[config.mk]
export PLATFORM = sky130hd
export DESIGN_NAME = match_score_accumulator
export DESIGN_NICKNAME = d
export VERILOG_FILES = /design/src/rtl/match_score_accumulator.sv
export SDC_FILE = /design/constraint.sdc
export NUM_CORES = 1
export LEC_CHECK = 0
export CORE_AREA = 2 2 113 115
export DETAILED_ROUTE_END_ITERATION = 8
export DIE_AREA = 0 0 115 117
export PLACE_DENSITY = 0.73
export SLEW_MARGIN = 20
export SYNTH_ARGS = -nofsm -noshare
export SYNTH_HDL_FRONTEND = slang
export SYNTH_SLANG_ARGS = --single-unit
[constraint.sdc]
create_clock -name clk -period 5.7 [get_ports clk]
set_input_delay 0.57 -clock clk [delete_from_list [all_inputs] [get_ports clk]]
set_output_delay 0.57 -clock clk [all_outputs]
set_load 0.05 [all_outputs]
[src/rtl/match_score_accumulator.sv]
// Two-stage hit grader and score/combo/multiplier accumulator for the note-match stream.
// Optional SCORE_EARLY_LATE_EN adds early_cnt/late_cnt counters for non-PERFECT hits.
module match_score_accumulator #(
  parameter int PERFECT_WIN    = 20,
  parameter int GOOD_WIN       = 50,
  parameter int OK_WIN         = 100,
  parameter int SCORE_W        = 24,
  parameter int COMBO_W        = 10,
  parameter int COMBO_PER_MULT = 10,
  parameter int MULT_MAX       = 4
) (
  input  logic               clk,
  input  logic               rst_n,
  input  logic               clear,
  input  logic               match_en,
  input  logic [15:0]        match_dt,
  input  logic               miss_en,
  output logic               hit_valid,
  output logic [1:0]         hit_grade,
  output logic [SCORE_W-1:0] score,
  output logic [COMBO_W-1:0] combo,
  output logic [2:0]         multiplier,
  output logic [COMBO_W-1:0] max_combo
`ifdef SCORE_EARLY_LATE_EN
  ,
  output logic [15:0]        early_cnt,
  output logic [15:0]        late_cnt
`endif
);

  // match_en/miss_en are valid-only strobes: no ready, every cycle's event is
  // accepted; hit_valid is a one-cycle result strobe with no backpressure.

  localparam int SUB_W = $clog2(COMBO_PER_MULT + 1);
  localparam int ADD_W = ((SCORE_W > 10) ? SCORE_W : 10) + 1;

  localparam logic [15:0]      PERFECT_LIM = 16'(PERFECT_WIN);
  localparam logic [15:0]      GOOD_LIM    = 16'(GOOD_WIN);
  localparam logic [15:0]      OK_LIM      = 16'(OK_WIN);
  localparam logic [SUB_W-1:0] SUB_WRAP    = SUB_W'(COMBO_PER_MULT);
  localparam logic [2:0]       MULT_LIM    = 3'(MULT_MAX);
  localparam logic [ADD_W-1:0] SCORE_MAX   = ADD_W'({SCORE_W{1'b1}});

  // ---------------- stage 1: capture event and |dt| ----------------
  logic        s1_en;
  logic        s1_miss;
  logic        s1_neg;
  logic        s1_pos;
  logic [15:0] s1_abs;
  logic [15:0] dt_abs;

  always_comb begin
    dt_abs = match_dt;
    if (match_dt[15]) begin
      // -32768 has no positive counterpart in 16 bits
      dt_abs = (match_dt == 16'h8000) ? 16'h7FFF : (~match_dt + 16'd1);
    end
  end

  always_ff @(posedge clk or negedge rst_n) begin
    if (!rst_n) begin
      s1_en   <= 1'b0;
      s1_miss <= 1'b0;
      s1_neg  <= 1'b0;
      s1_pos  <= 1'b0;
      s1_abs  <= 16'd0;
    end else if (clear) begin
      s1_en   <= 1'b0;
      s1_miss <= 1'b0;
      s1_neg  <= 1'b0;
      s1_pos  <= 1'b0;
      s1_abs  <= 16'd0;
    end else begin
      s1_en   <= match_en;
      s1_miss <= miss_en;
      s1_neg  <= match_dt[15];
      s1_pos  <= ~match_dt[15] & (match_dt != 16'd0);
      s1_abs  <= dt_abs;
    end
  end

  // ---------------- stage 2: grade and accumulate ----------------
  logic [1:0]         grade;
  logic               is_hit;
  logic [6:0]         pts;
  logic [9:0]         add_val;
  logic [ADD_W-1:0]   sum;
  logic [COMBO_W-1:0] combo_hit;
  logic [SUB_W-1:0]   sub_cnt;
  logic [SUB_W-1:0]   sub_inc;

  logic [SCORE_W-1:0] score_nxt;
  logic [COMBO_W-1:0] combo_nxt;
  logic [COMBO_W-1:0] max_nxt;
  logic [2:0]         mult_nxt;
  logic [SUB_W-1:0]   sub_nxt;
  logic               valid_nxt;
  logic [1:0]         grade_nxt;

  always_comb begin
    grade = 2'd0;
    if (s1_abs <= PERFECT_LIM)   grade = 2'd3;
    else if (s1_abs <= GOOD_LIM) grade = 2'd2;
    else if (s1_abs <= OK_LIM)   grade = 2'd1;

    is_hit = s1_en && (grade != 2'd0);

    pts = 7'd0;
    case (grade)
      2'd3:    pts = 7'd100;
      2'd2:    pts = 7'd50;
      2'd1:    pts = 7'd20;
      default: pts = 7'd0;
    endcase

    // points use the multiplier held before this event
    add_val = {3'b000, pts} * {7'b0000000, multiplier};
    sum     = ADD_W'(score) + ADD_W'(add_val);

    combo_hit = (combo == {COMBO_W{1'b1}}) ? combo : combo + COMBO_W'(1);
    sub_inc   = sub_cnt + SUB_W'(1);

    score_nxt = score;
    combo_nxt = combo;
    max_nxt   = max_combo;
    mult_nxt  = multiplier;
    sub_nxt   = sub_cnt;
    valid_nxt = s1_en | s1_miss;
    grade_nxt = hit_grade;

    if (is_hit) begin
      score_nxt = (sum > SCORE_MAX) ? {SCORE_W{1'b1}} : sum[SCORE_W-1:0];
      combo_nxt = combo_hit;
      if (combo_hit > max_combo) max_nxt = combo_hit;
      if (sub_inc == SUB_WRAP) begin
        sub_nxt = '0;
        if (multiplier < MULT_LIM) mult_nxt = multiplier + 3'd1;
      end else begin
        sub_nxt = sub_inc;
      end
    end

    // a miss (or graded miss) overrides the streak after any hit was scored
    if (s1_miss || (s1_en && grade == 2'd0)) begin
      combo_nxt = '0;
      mult_nxt  = 3'd1;
      sub_nxt   = '0;
    end

    if (s1_en)        grade_nxt = grade;
    else if (s1_miss) grade_nxt = 2'd0;
  end

  always_ff @(posedge clk or negedge rst_n) begin
    if (!rst_n) begin
      hit_valid  <= 1'b0;
      hit_grade  <= 2'd0;
      score      <= '0;
      combo      <= '0;
      max_combo  <= '0;
      multiplier <= 3'd1;
      sub_cnt    <= '0;
    end else if (clear) begin
      hit_valid  <= 1'b0;
      hit_grade  <= 2'd0;
      score      <= '0;
      combo      <= '0;
      max_combo  <= '0;
      multiplier <= 3'd1;
      sub_cnt    <= '0;
    end else begin
      hit_valid  <= valid_nxt;
      hit_grade  <= grade_nxt;
      score      <= score_nxt;
      combo      <= combo_nxt;
      max_combo  <= max_nxt;
      multiplier <= mult_nxt;
      sub_cnt    <= sub_nxt;
    end
  end

`ifdef SCORE_EARLY_LATE_EN
  logic count_el;
  assign count_el = s1_en && (grade == 2'd1 || grade == 2'd2);

  always_ff @(posedge clk or negedge rst_n) begin
    if (!rst_n) begin
      early_cnt <= 16'd0;
      late_cnt  <= 16'd0;
    end else if (clear) begin
      early_cnt <= 16'd0;
      late_cnt  <= 16'd0;
    end else if (count_el) begin
      if (s1_neg && early_cnt != 16'hFFFF) early_cnt <= early_cnt + 16'd1;
      if (s1_pos && late_cnt != 16'hFFFF)  late_cnt  <= late_cnt + 16'd1;
    end
  end
`endif

endmodule

==> results.rst <==
.. list-table::
   :header-rows: 1

   * - Metric
     - Value
   * - Synth cell types
     - ~70
   * - Worst clock skew on the final layout
     - approximately 0.0071 ns
   * - I/O pins
     - 71
   * - Synthesized area per cell
     - about 9.3 sq um
   * - Final setup TNS
     - 0 ns
   * - Top cells by count, synth
     - 71 x sky130_fd_sc_hd__dfrtp_1, 42 x sky130_fd_sc_hd__inv_1, 34 x sky130_fd_sc_hd__nand2_1
   * - Number of clock sinks
     - 72
   * - Share of power burned in the clock network
     - 0.481
   * - Global placer's final weighted congestion
     - around 0.85
   * - Core Region
     - roughly 12000 sq um
   * - Count of nets after finishing
     - ~650
   * - Number of nets still failing antenna checks after routing
     - 0
   * - Simple-gate share of the synthesized area
     - 0.193
   * - Worst-path clk slew
     - ~0.060 ns
   * - Kind of end point of the critical path
     - flip-flop
   * - Initial antenna violation count
     - 0
   * - Hold/Removal Path Class
     - primary input to asynchronous set/reset pin
   * - Power share of the combinational group
     - 0.079
   * - Number of clock buffers inserted by TritonCTS
     - 9
   * - # H-tree levels
     - 3
   * - Number of hold buffers added after CTS
     - 0
   * - Required time of the critical path
     - a little under 6 ns
   * - Status
     - completed
   * - Synth Instances
     - between 500 and 600
   * - Multiplexer fraction of the synthesized cell area
     - 0.0151
   * - Startpoint Class
     - flip-flop
   * - Final Cycle Share
     - 0.860
   * - Fin. max-slew vios
     - 0
   * - CTS-repair resized insts
     - 0
   * - Standard-cell row count
     - between 40 and 50
   * - Grt met3 use
     - 0.0309
   * - First-pass GRT wire length
     - 20.0 mm
   * - Register area share after synthesis
     - 0.368
   * - Classification of the worst setup path
     - flip-flop to flip-flop
   * - Power per unit of standard cell area
     - around 200 nW/um^2
   * - Number of synthesized register bits
     - 72
   * - Net switching power of the design
     - 291 uW
   * - Xor/xnor cell area share of the yosys netlist
     - 0.0286
   * - Clock tree from TritonCTS
     - done
   * - Overflow left after global routing
     - 0
   * - # DRC
     - 0
   * - Largest buffer count on any clock path
     - 2
   * - Total die area
     - about 13000 sq um
   * - Global routing's busiest layer
     - met2
   * - Ranking of synthesized cells by area
     - sky130_fd_sc_hd__dfrtp_1 36%, sky130_fd_sc_hd__ha_1 8.4%, sky130_fd_sc_hd__fa_1 3.3%
   * - Vias in the first global route
     - roughly 4200
   * - Number of enable-type register cells in the synthesized netlist
     - 0
   * - Flip-flop cell with the highest count after synthesis
     - sky130_fd_sc_hd__dfrtp_1
   * - Relative area change from synthesis to final layout
     - 23.0%
   * - Die height
     - about 120 microns
   * - Die Wd
     - 115 microns
   * - Synthesized-area fraction occupied by adder cells
     - 0.117
   * - Share of power burned in registers
     - 0.440
   * - Via count
     - ~4400
   * - Total of max-cap violations
     - 0
   * - Lkg Pwr
     - 2.60 nW
   * - Internal power
     - 910 uW
   * - Root Buffer
     - sky130_fd_sc_hd__clkbuf_16
   * - Netlist area before placement
     - around 4900 sq um
   * - Post-synth top area share
     - 0.363
   * - Library cell with the highest instance count after synthesis
     - sky130_fd_sc_hd__dfrtp_1
   * - Maximum number of pins on one net before global-route repair
     - 73
   * - Synthesized-area fraction occupied by ao, oa, aoi and oai cells
     - 0.226
   * - Critical-path maximum fanout
     - 11
   * - Post-Syn Nets
     - roughly 600
   * - Total chip power
     - approximately 1.2 mW
   * - Number of hold violations in the final report
     - 0
   * - Combinational family with the most area after synthesis
     - compound AO/OA/AOI/OAI gates
   * - Detail-routed via count per cell
     - slightly below 6
   * - Starting Density
     - 0.398
   * - Fraction of met2 tracks used by global routing
     - 0.332
   * - Wire per inst
     - 16.4 microns
   * - Headroom to the max-slew limit
     - 0.331
   * - Detailed-routing iteration count for the pre-antenna-repair pass
     - 7
   * - Skew-Pair Late Insertion Delay
     - around 0.34 ns
   * - Number of design-rule violations left by the first detailed-router iteration
     - between 400 and 500
   * - Min Tclk post-route
     - approximately 4.9 ns
   * - Switching part of the total power
     - 0.243
   * - Measured slew at the worst slew-check pin
     - roughly 1.0 ns
   * - Achievable clock frequency
     - a little over 200 MHz
   * - Number of antenna diodes
     - 0
   * - Fraction of registers with async set or reset after synthesis
     - 1.00
   * - Total wirelength of the detailed-routed design
     - about 12 mm
   * - Arrival time at the worst endpoint
     - roughly 5 ns
   * - Cell accounting for the most synthesized area
     - sky130_fd_sc_hd__dfrtp_1
   * - Total track usage
     - 0.188
   * - Unrepaired setup endpoints after global routing
     - false
   * - Final setup violation count
     - 0
   * - Maximum vdd drop
     - 0.157 mV
   * - Number of post-CTS setup repair buffers
     - 0
   * - Share of final-layout standard cells stronger than drive strength 1
     - 0.0672
   * - Detailed Place HPWL
     - ~8.7 mm
   * - Global routing met1 resource utilization
     - 0.228
   * - Count of warnings emitted by yosys
     - 0
   * - Number of buffer cells added on primary ports
     - 70
[worst max-delay path, cell delays in order (launching register included)]
cell and delay (ns):
sky130_fd_sc_hd__dfrtp_1 0.39, sky130_fd_sc_hd__o21a_1 0.20, sky130_fd_sc_hd__o31ai_1 0.19, sky130_fd_sc_hd__nand2_1 0.07, sky130_fd_sc_hd__a211oi_1 0.61, sky130_fd_sc_hd__ha_1 0.36
sky130_fd_sc_hd__and2_1 0.17, sky130_fd_sc_hd__ha_1 0.31, sky130_fd_sc_hd__fa_1 0.46, sky130_fd_sc_hd__ha_1 0.34, sky130_fd_sc_hd__nor2b_1 0.18, sky130_fd_sc_hd__o31ai_1 0.30
sky130_fd_sc_hd__a21oi_1 0.12, sky130_fd_sc_hd__buf_4 0.17, sky130_fd_sc_hd__o21ai_1 0.43, sky130_fd_sc_hd__buf_4 0.28, sky130_fd_sc_hd__o311ai_0 0.14
[state kept, by name, summed over array words and instances, names as in the netlist]
name        cells
s1_abs         16
multiplier      3
score          24
hit_valid       1
max_combo      10
s1_miss         1
combo          10
sub_cnt         4
s1_en           1
hit_grade       2
[routing by layer]
layer / vias up / wire length (microns) / share of wire
met5: - / 0 / 0
met1: 2138 / 5330 / 0.44
met4: 0 / 210 / 0.017
li1: 2077 / - / -
met2: 139 / 6130 / 0.50
met3: 16 / 558 / 0.046
[kinds of logic after synthesis]
logic type,Yosys count
simple gates,172
compound gates,153
fa+ha+maj,41
xor+xnor,16
buf+inv,66
flops,72
mux,7
[path summary, 6_finish.rpt]
check,from,end,slack (ns),depth (start not counted)
worst max-delay path,s1_abs[0],score[7],0.80,16
max in group asynchronous,rst_n,s1_abs[12],4.65,2
worst max register to register,s1_abs[0],score[7],0.80,16
min in group clk,max_combo[1],max_combo[1],0.53,1
worst min register to register,max_combo[1],max_combo[1],0.53,1
worst min-delay path,rst_n,multiplier[2],0.44,2
[layout make-up]
| type | instances | area (sq um) |
|---|---|---|
| Clock inverter | 6 | 68.8 |
| Sequential cell | 72 | 1800 |
| Inverter | 43 | 161 |
| Timing Repair Buffer | 75 | 728 |
| Multi-Input combinational cell | 389 | 2840 |
| Fill cell | 1124 | 6290 |
| Tap cell | 150 | 188 |
| Clock buffer | 10 | 239 |
[cells in the final DEF (no fill, tap or decap), types with 4 or more instances in the layout]
cell	n
sky130_fd_sc_hd__dfrtp_1	71
sky130_fd_sc_hd__clkdlybuf4s50_1	68
sky130_fd_sc_hd__inv_1	42
sky130_fd_sc_hd__nand2_1	34
sky130_fd_sc_hd__ha_1	33
sky130_fd_sc_hd__a21oi_1	29
sky130_fd_sc_hd__nor2_1	25
sky130_fd_sc_hd__o21ai_0	25
sky130_fd_sc_hd__nand3_1	24
sky130_fd_sc_hd__and2_1	16
sky130_fd_sc_hd__a22o_1	14
sky130_fd_sc_hd__a211oi_1	13
sky130_fd_sc_hd__nor2b_1	13
sky130_fd_sc_hd__nor3_1	11
sky130_fd_sc_hd__nand4_1	11
sky130_fd_sc_hd__xnor2_1	10
sky130_fd_sc_hd__clkbuf_16	9
sky130_fd_sc_hd__fa_1	8
sky130_fd_sc_hd__nor4_1	7
sky130_fd_sc_hd__o31ai_1	7
sky130_fd_sc_hd__o22ai_1	7
sky130_fd_sc_hd__a31oi_1	6
sky130_fd_sc_hd__xor2_1	6
sky130_fd_sc_hd__o21a_1	6
sky130_fd_sc_hd__a311oi_1	5
sky130_fd_sc_hd__a21o_1	5
sky130_fd_sc_hd__buf_4	5
sky130_fd_sc_hd__and4_1	4
sky130_fd_sc_hd__and3_1	4
sky130_fd_sc_hd__or3_1	4
sky130_fd_sc_hd__o31a_1	4
sky130_fd_sc_hd__mux2i_1	4
sky130_fd_sc_hd__o211ai_1	4
[per-stage QoR]
stage / cell area (sq um) / std cells / util / setup slack, ns / hold WS, ns
finish: 6030 / 745 / 0.489 / 0.799 / 0.439
global placement: 5720 / 729 / 0.464 / 0.985 / 0.509
floorplan: 4900 / 527 / - / 1.29 / 0.274
global route: 6030 / 745 / 0.489 / 0.498 / 0.539
detailed placement: 5720 / 729 / 0.464 / 0.863 / 0.507
CTS: 6030 / 745 / 0.489 / 0.832 / 0.495
[power groups by stage]
stage	clock network [mW]	registers, mW	logic [mW]
final	0.578	0.528	0.0953
after global routing	0.609	0.528	0.107
after CTS	0.587	0.528	0.0964
after detailed placement	0	0.537	0.0959
after global placement	0	0.536	0.0930
after floorplan	0	0.538	0.0505
(Power assumes the default switching activity.)
==> RTL edit 1, RTL diff (same flow settings) <==
Change the parameter `COMBO_PER_MULT` from 10 to 12.
--- a/src/rtl/match_score_accumulator.sv
+++ b/src/rtl/match_score_accumulator.sv
@@ -7,5 +7,5 @@
   parameter int SCORE_W        = 24,
   parameter int COMBO_W        = 10,
-  parameter int COMBO_PER_MULT = 10,
+  parameter int COMBO_PER_MULT = 12,
   parameter int MULT_MAX       = 4
 ) (
Function: no difference found for any inputs over 4 cycles, from zero or initial values and one cycle with rst_n low; that may be too few to reach the edited logic, so the function may still have changed.
==> RTL edit 1 against the unedited design <==
Power grew 5.4%. Sequential share of layout area rose by 0.84 points. Area after synthesis decreased by 4.3%. Sequential cell count is the same. Cell area fell by 2.7%. Via count decreased by 3.8%. Routed wire length is 4.2% lower. Count of clock-buffer cells in the layout up 2. Setup slack improved by 0.23 ns.
==> RTL edit 1: results <==
[global_route]
grt_use_total_pct = 18.2
grt_pass1_vias = 4152
grt_pass1_wl_mm = 19.6

[finish]
nNetsFinal = 637
comb.multi_input.count = 370
multi_input_area_sq_um = 2630
nonClockInverterCount = 49
clkCellAreaFrac_pct = 5.81
instances_no_fill = 730
n_fill_cell = 1145
layout.nonclk_buf_share_pct = 12.2
drive_gt1_share_pct = 5.86
seq_area_share_pct = 30.8
area_growth_pct = 25.0
buffers = 73

[placement]
dp.final_hpwl_mm = 8.37
dp.cells = 714
post_dp_cell_area_sq_um = 5520
dp_slack_ns = 1.10
gp_congestion = 0.876

[synth]
synthDistinctLibCells = 66
yosysWarnings = 0
syn_inst = 509
netlist_top_cells_count = dfrtp_1 (71), inv_1 (49), nand2_1 (42), ha_1 (33), a21oi_1 (31)
synthTopCellsByArea = dfrtp_1 (38%), ha_1 (8.8%), inv_1 (3.9%), fa_1 (3.4%), nand2_1 (3.4%)
seq_area_frac_synth_pct = 38.4

[power_and_ir_drop]
seq_power_w = 0.000530
ir_worst_vdd_mv = 0.129
p_sw_share_pct = 22.4
leakage_nw = 2.61
power_density_nw_per_um2 = 216
clockPowerShare_pct = 49.9

[clock_tree]
cts_sinks = 72
clk_path_buf_depth = 2
cts-buffers-inserted = 9

[sta]
finalCriticalPeriod_ns = 4.67
whs_ns = 0.442
maxSlewHeadroom_pct = 38.3
skew_ns = 0.00861

[critical_path]
slowest_stage = fa_1
reg2reg_setup_slack_ns = 1.03
r2r_cells = 17
max_stage_delay_ns = 0.53
crit_end = score[8]$_DFFE_PN0P_
worst-path-max-fanout = 15

[status]
status = finished clean

[drt]
drt_iter0_drc = 270
wire_per_inst_microns = 16.0
dr.pass1.iters = 5
viasPerCell = 5.76
==> RTL edit 1: worst reg2reg max path: stages, from the launching register on <==
cell and delay (ns):
dfrtp_1 0.38, o21a_1 0.20, o31ai_1 0.18, nand2_1 0.08, a211oi_1 0.22, buf_4 0.17
inv_1 0.06, ha_1 0.22, and2_1 0.16, ha_1 0.31, fa_1 0.53, inv_1 0.06
fa_1 0.43, nor2b_1 0.20, o31a_1 0.27, o221a_2 0.39, nand2_1 0.41, a31oi_1 0.30
==> RTL edit 1: cells by family (layout without fill, tap and decap cells) <==
group	Yosys count	in the layout	share of synthesized area, %
xor+xnor	13	13	2.43
flops	72	72	38.4
simple gates	163	163	18.6
compound gates	150	150	22.3
mux	3	3	0.640
buf+inv	67	138	5.41
fa+ha+maj	41	41	12.2
==> RTL edit 1: routing by layer <==
layer	up-vias	track usage, %	wire length [microns]
met3	24	3.60	583
li1	1995	-	-
met4	0	6.99	267
met2	127	32.2	5830
met5	-	0	0
met1	2059	21.9	5030
==> RTL edit 2, RTL diff (same flow settings) <==
Without the edit above. Add an input register stage for `match_en`, `match_dt` and `miss_en`; this delays them by one clock. The other inputs are not delayed to match. Comments in the files are not updated.
--- a/src/rtl/match_score_accumulator.sv
+++ b/src/rtl/match_score_accumulator.sv
@@ -42,4 +42,14 @@
   localparam logic [ADD_W-1:0] SCORE_MAX   = ADD_W'({SCORE_W{1'b1}});
 
+  logic match_en_q;
+  logic [15:0] match_dt_q;
+  logic miss_en_q;
+
+  always_ff @(posedge clk) begin
+    match_en_q <= match_en;
+    match_dt_q <= match_dt;
+    miss_en_q  <= miss_en;
+  end
+
   // ---------------- stage 1: capture event and |dt| ----------------
   logic        s1_en;
@@ -51,8 +61,8 @@
 
   always_comb begin
-    dt_abs = match_dt;
-    if (match_dt[15]) begin
+    dt_abs = match_dt_q;
+    if (match_dt_q[15]) begin
       // -32768 has no positive counterpart in 16 bits
-      dt_abs = (match_dt == 16'h8000) ? 16'h7FFF : (~match_dt + 16'd1);
+      dt_abs = (match_dt_q == 16'h8000) ? 16'h7FFF : (~match_dt_q + 16'd1);
     end
   end
@@ -72,8 +82,8 @@
       s1_abs  <= 16'd0;
     end else begin
-      s1_en   <= match_en;
-      s1_miss <= miss_en;
-      s1_neg  <= match_dt[15];
-      s1_pos  <= ~match_dt[15] & (match_dt != 16'd0);
+      s1_en   <= match_en_q;
+      s1_miss <= miss_en_q;
+      s1_neg  <= match_dt_q[15];
+      s1_pos  <= ~match_dt_q[15] & (match_dt_q != 16'd0);
       s1_abs  <= dt_abs;
     end
Formal check against the unedited RTL: not equivalent (a bounded check fails within 4 cycles, from zero or initial values and one cycle with rst_n low).
==> RTL edit 2 against the unedited design <==
Clock skew up 0.0020 ns. Highest routed layer unchanged. Maximum frequency down 4.0%. Area after synthesis grew 1.6%. Sequential cell count rose by 18. Routed wire length is 11% lower. Power rose by 12%. Via count fell by 9.0%. Sequential share of layout area increased by 5.6 points. Core utilization grew 0.56 points. Sequential power up 27%. Cell area is 1.1% higher. Critical path type unchanged. Setup slack lost 0.20 ns.
==> RTL edit 2: results <==
[critical_path]
max_stage_delay_ns = 0.57
slowest_stage = a311oi_1
critPathTopFamily = adder cells
crit_arrival_ns = 5.37

[drt]
vias = 3975
drt_iter0_drc = 236

[synth]
synth-compound-area-share_pct = 17.0
syn_nets = 578
synthDistinctLibCells = 55
netlist_top_cells_count = dfrtp_1 (71), inv_1 (45), nor2_1 (43), o21ai_0 (37)
synthTopCellsByArea = dfrtp_1 (36%), ha_1 (8.3%), dfxtp_1 (7.2%), o21ai_0 (3.7%), inv_1 (3.4%)
synth-xor-area-share_pct = 5.45
synthArstFlopShare_pct = 80.0
seq_area_frac_synth_pct = 43.4

[placement]
dp.final_hpwl_mm = 7.87
gp_congestion = 0.866
post_dp_cell_area_sq_um = 5800
dp_slack_ns = 0.399

[global_route]
grt_use_total_pct = 16.9
grt_pass1_wl_mm = 17.9
grt_pass1_vias = 3767

[power_and_ir_drop]
ir_worst_vdd_mv = 0.134
p_sw_w = 0.000330

[sta]
skew_ns = 0.00918
worst_slew_pin_slew_ns = 0.906

[clock_tree]
cts_sinks = 90

[finish]
nNetsFinal = 644
n_fill_cell = 1117
top_regs = score (24), match_dt_q (16), s1_abs (16)
drive_gt1_share_pct = 5.45

[status]
status = finished clean
## RTL edit 2: cell count changes after synthesis, sizes merged, moves of 6 or more
cell | before | now
o22ai | 7 | 0
nor2b | 13 | 5
nand3 | 24 | 13
nand4 | 11 | 5
xnor2 | 10 | 17
a211oi | 14 | 6
nor2 | 25 | 43
o21ai | 27 | 40
xor2 | 6 | 14
dfxtp | 0 | 18
## RTL edit 2: metrics by stage
| stage | total power (W) | std cells | hold WS (ns) |
|---|---|---|---|
| floorplan | 0.000732 | 516 | 0.274 |
| global placement | 0.000768 | 721 | 0.431 |
| detailed placement | 0.000772 | 721 | 0.443 |
| CTS | 0.00136 | 737 | 0.452 |
| global route | 0.00139 | 737 | 0.465 |
| finish | 0.00135 | 737 | 0.433 |
## RTL edit 2: logic make-up after synthesis
| kind of cell | count (synthesis) |
|---|---|
| muxes | 3 |
| AOI/OAI and AO/OA | 126 |
| adders and majority gates | 41 |
| buffers and inverters | 63 |
| and+or+nand+nor | 162 |
| xor gates and xnor gates | 31 |
| DFF | 90 |
## RTL edit 2: final cells by class
type / instances / area [sq um] / share of cell area, %
multi-input cells: 363 / 2560 / 42.0
clock inverters: 6 / 43.8 / 0.719
inverters: 45 / 169 / 2.77
flip-flops and latches: 90 / 2160 / 35.5
repair buffers: 73 / 718 / 11.8
well taps: 150 / 188 / 3.08
clock buffers: 10 / 250 / 4.11
## RTL edit 2: final timing paths
check / from / to / slack [ns] / cells after the start
setup reg to reg: s1_abs[0]$_DFF_PN0_ / score[3]$_DFFE_PN0P_ / 0.60 / 18
setup / recovery: s1_abs[0]$_DFF_PN0_ / score[3]$_DFFE_PN0P_ / 0.60 / 18
min in group clk: miss_en_q$_DFF_P_ / s1_miss$_DFF_PN0_ / 0.45 / 1
max in group asynchronous: rst_n / sub_cnt[0]$_DFFE_PN0P_ / 4.68 / 2
hold / removal: rst_n / score[0]$_DFFE_PN0P_ / 0.43 / 2
hold reg to reg: miss_en_q$_DFF_P_ / s1_miss$_DFF_PN0_ / 0.45 / 1
## RTL edit 2: power groups by stage
stage	sequential (W)	clock (W)	combinational (W)
2_1_floorplan	0.000680	0	0.0000522
6_report	0.000668	0.000589	0.0000907
3_5_place_dp	0.000680	0	0.0000914
3_3_place_gp	0.000679	0	0.0000889
4_1_cts	0.000668	0.000597	0.0000921
5_1_grt	0.000670	0.000620	0.000103
## RTL edit 2: what timing repair did
action,in CTS,in global routing
hold buffers,0,0
setup endpoints to repair,0,20
resized for setup,0,1
## RTL edit 2: metal layers
metal | wire, microns | track usage [%] | part of all wire (%) | vias to the layer above
met5 | 0 | 0 | 0 | -
met4 | 250 | 7.79 | 2.3 | 0
met3 | 504 | 2.68 | 4.6 | 16
met2 | 5280 | 27.3 | 49 | 92
met1 | 4830 | 22.6 | 44 | 1918
li1 | - | - | - | 1949
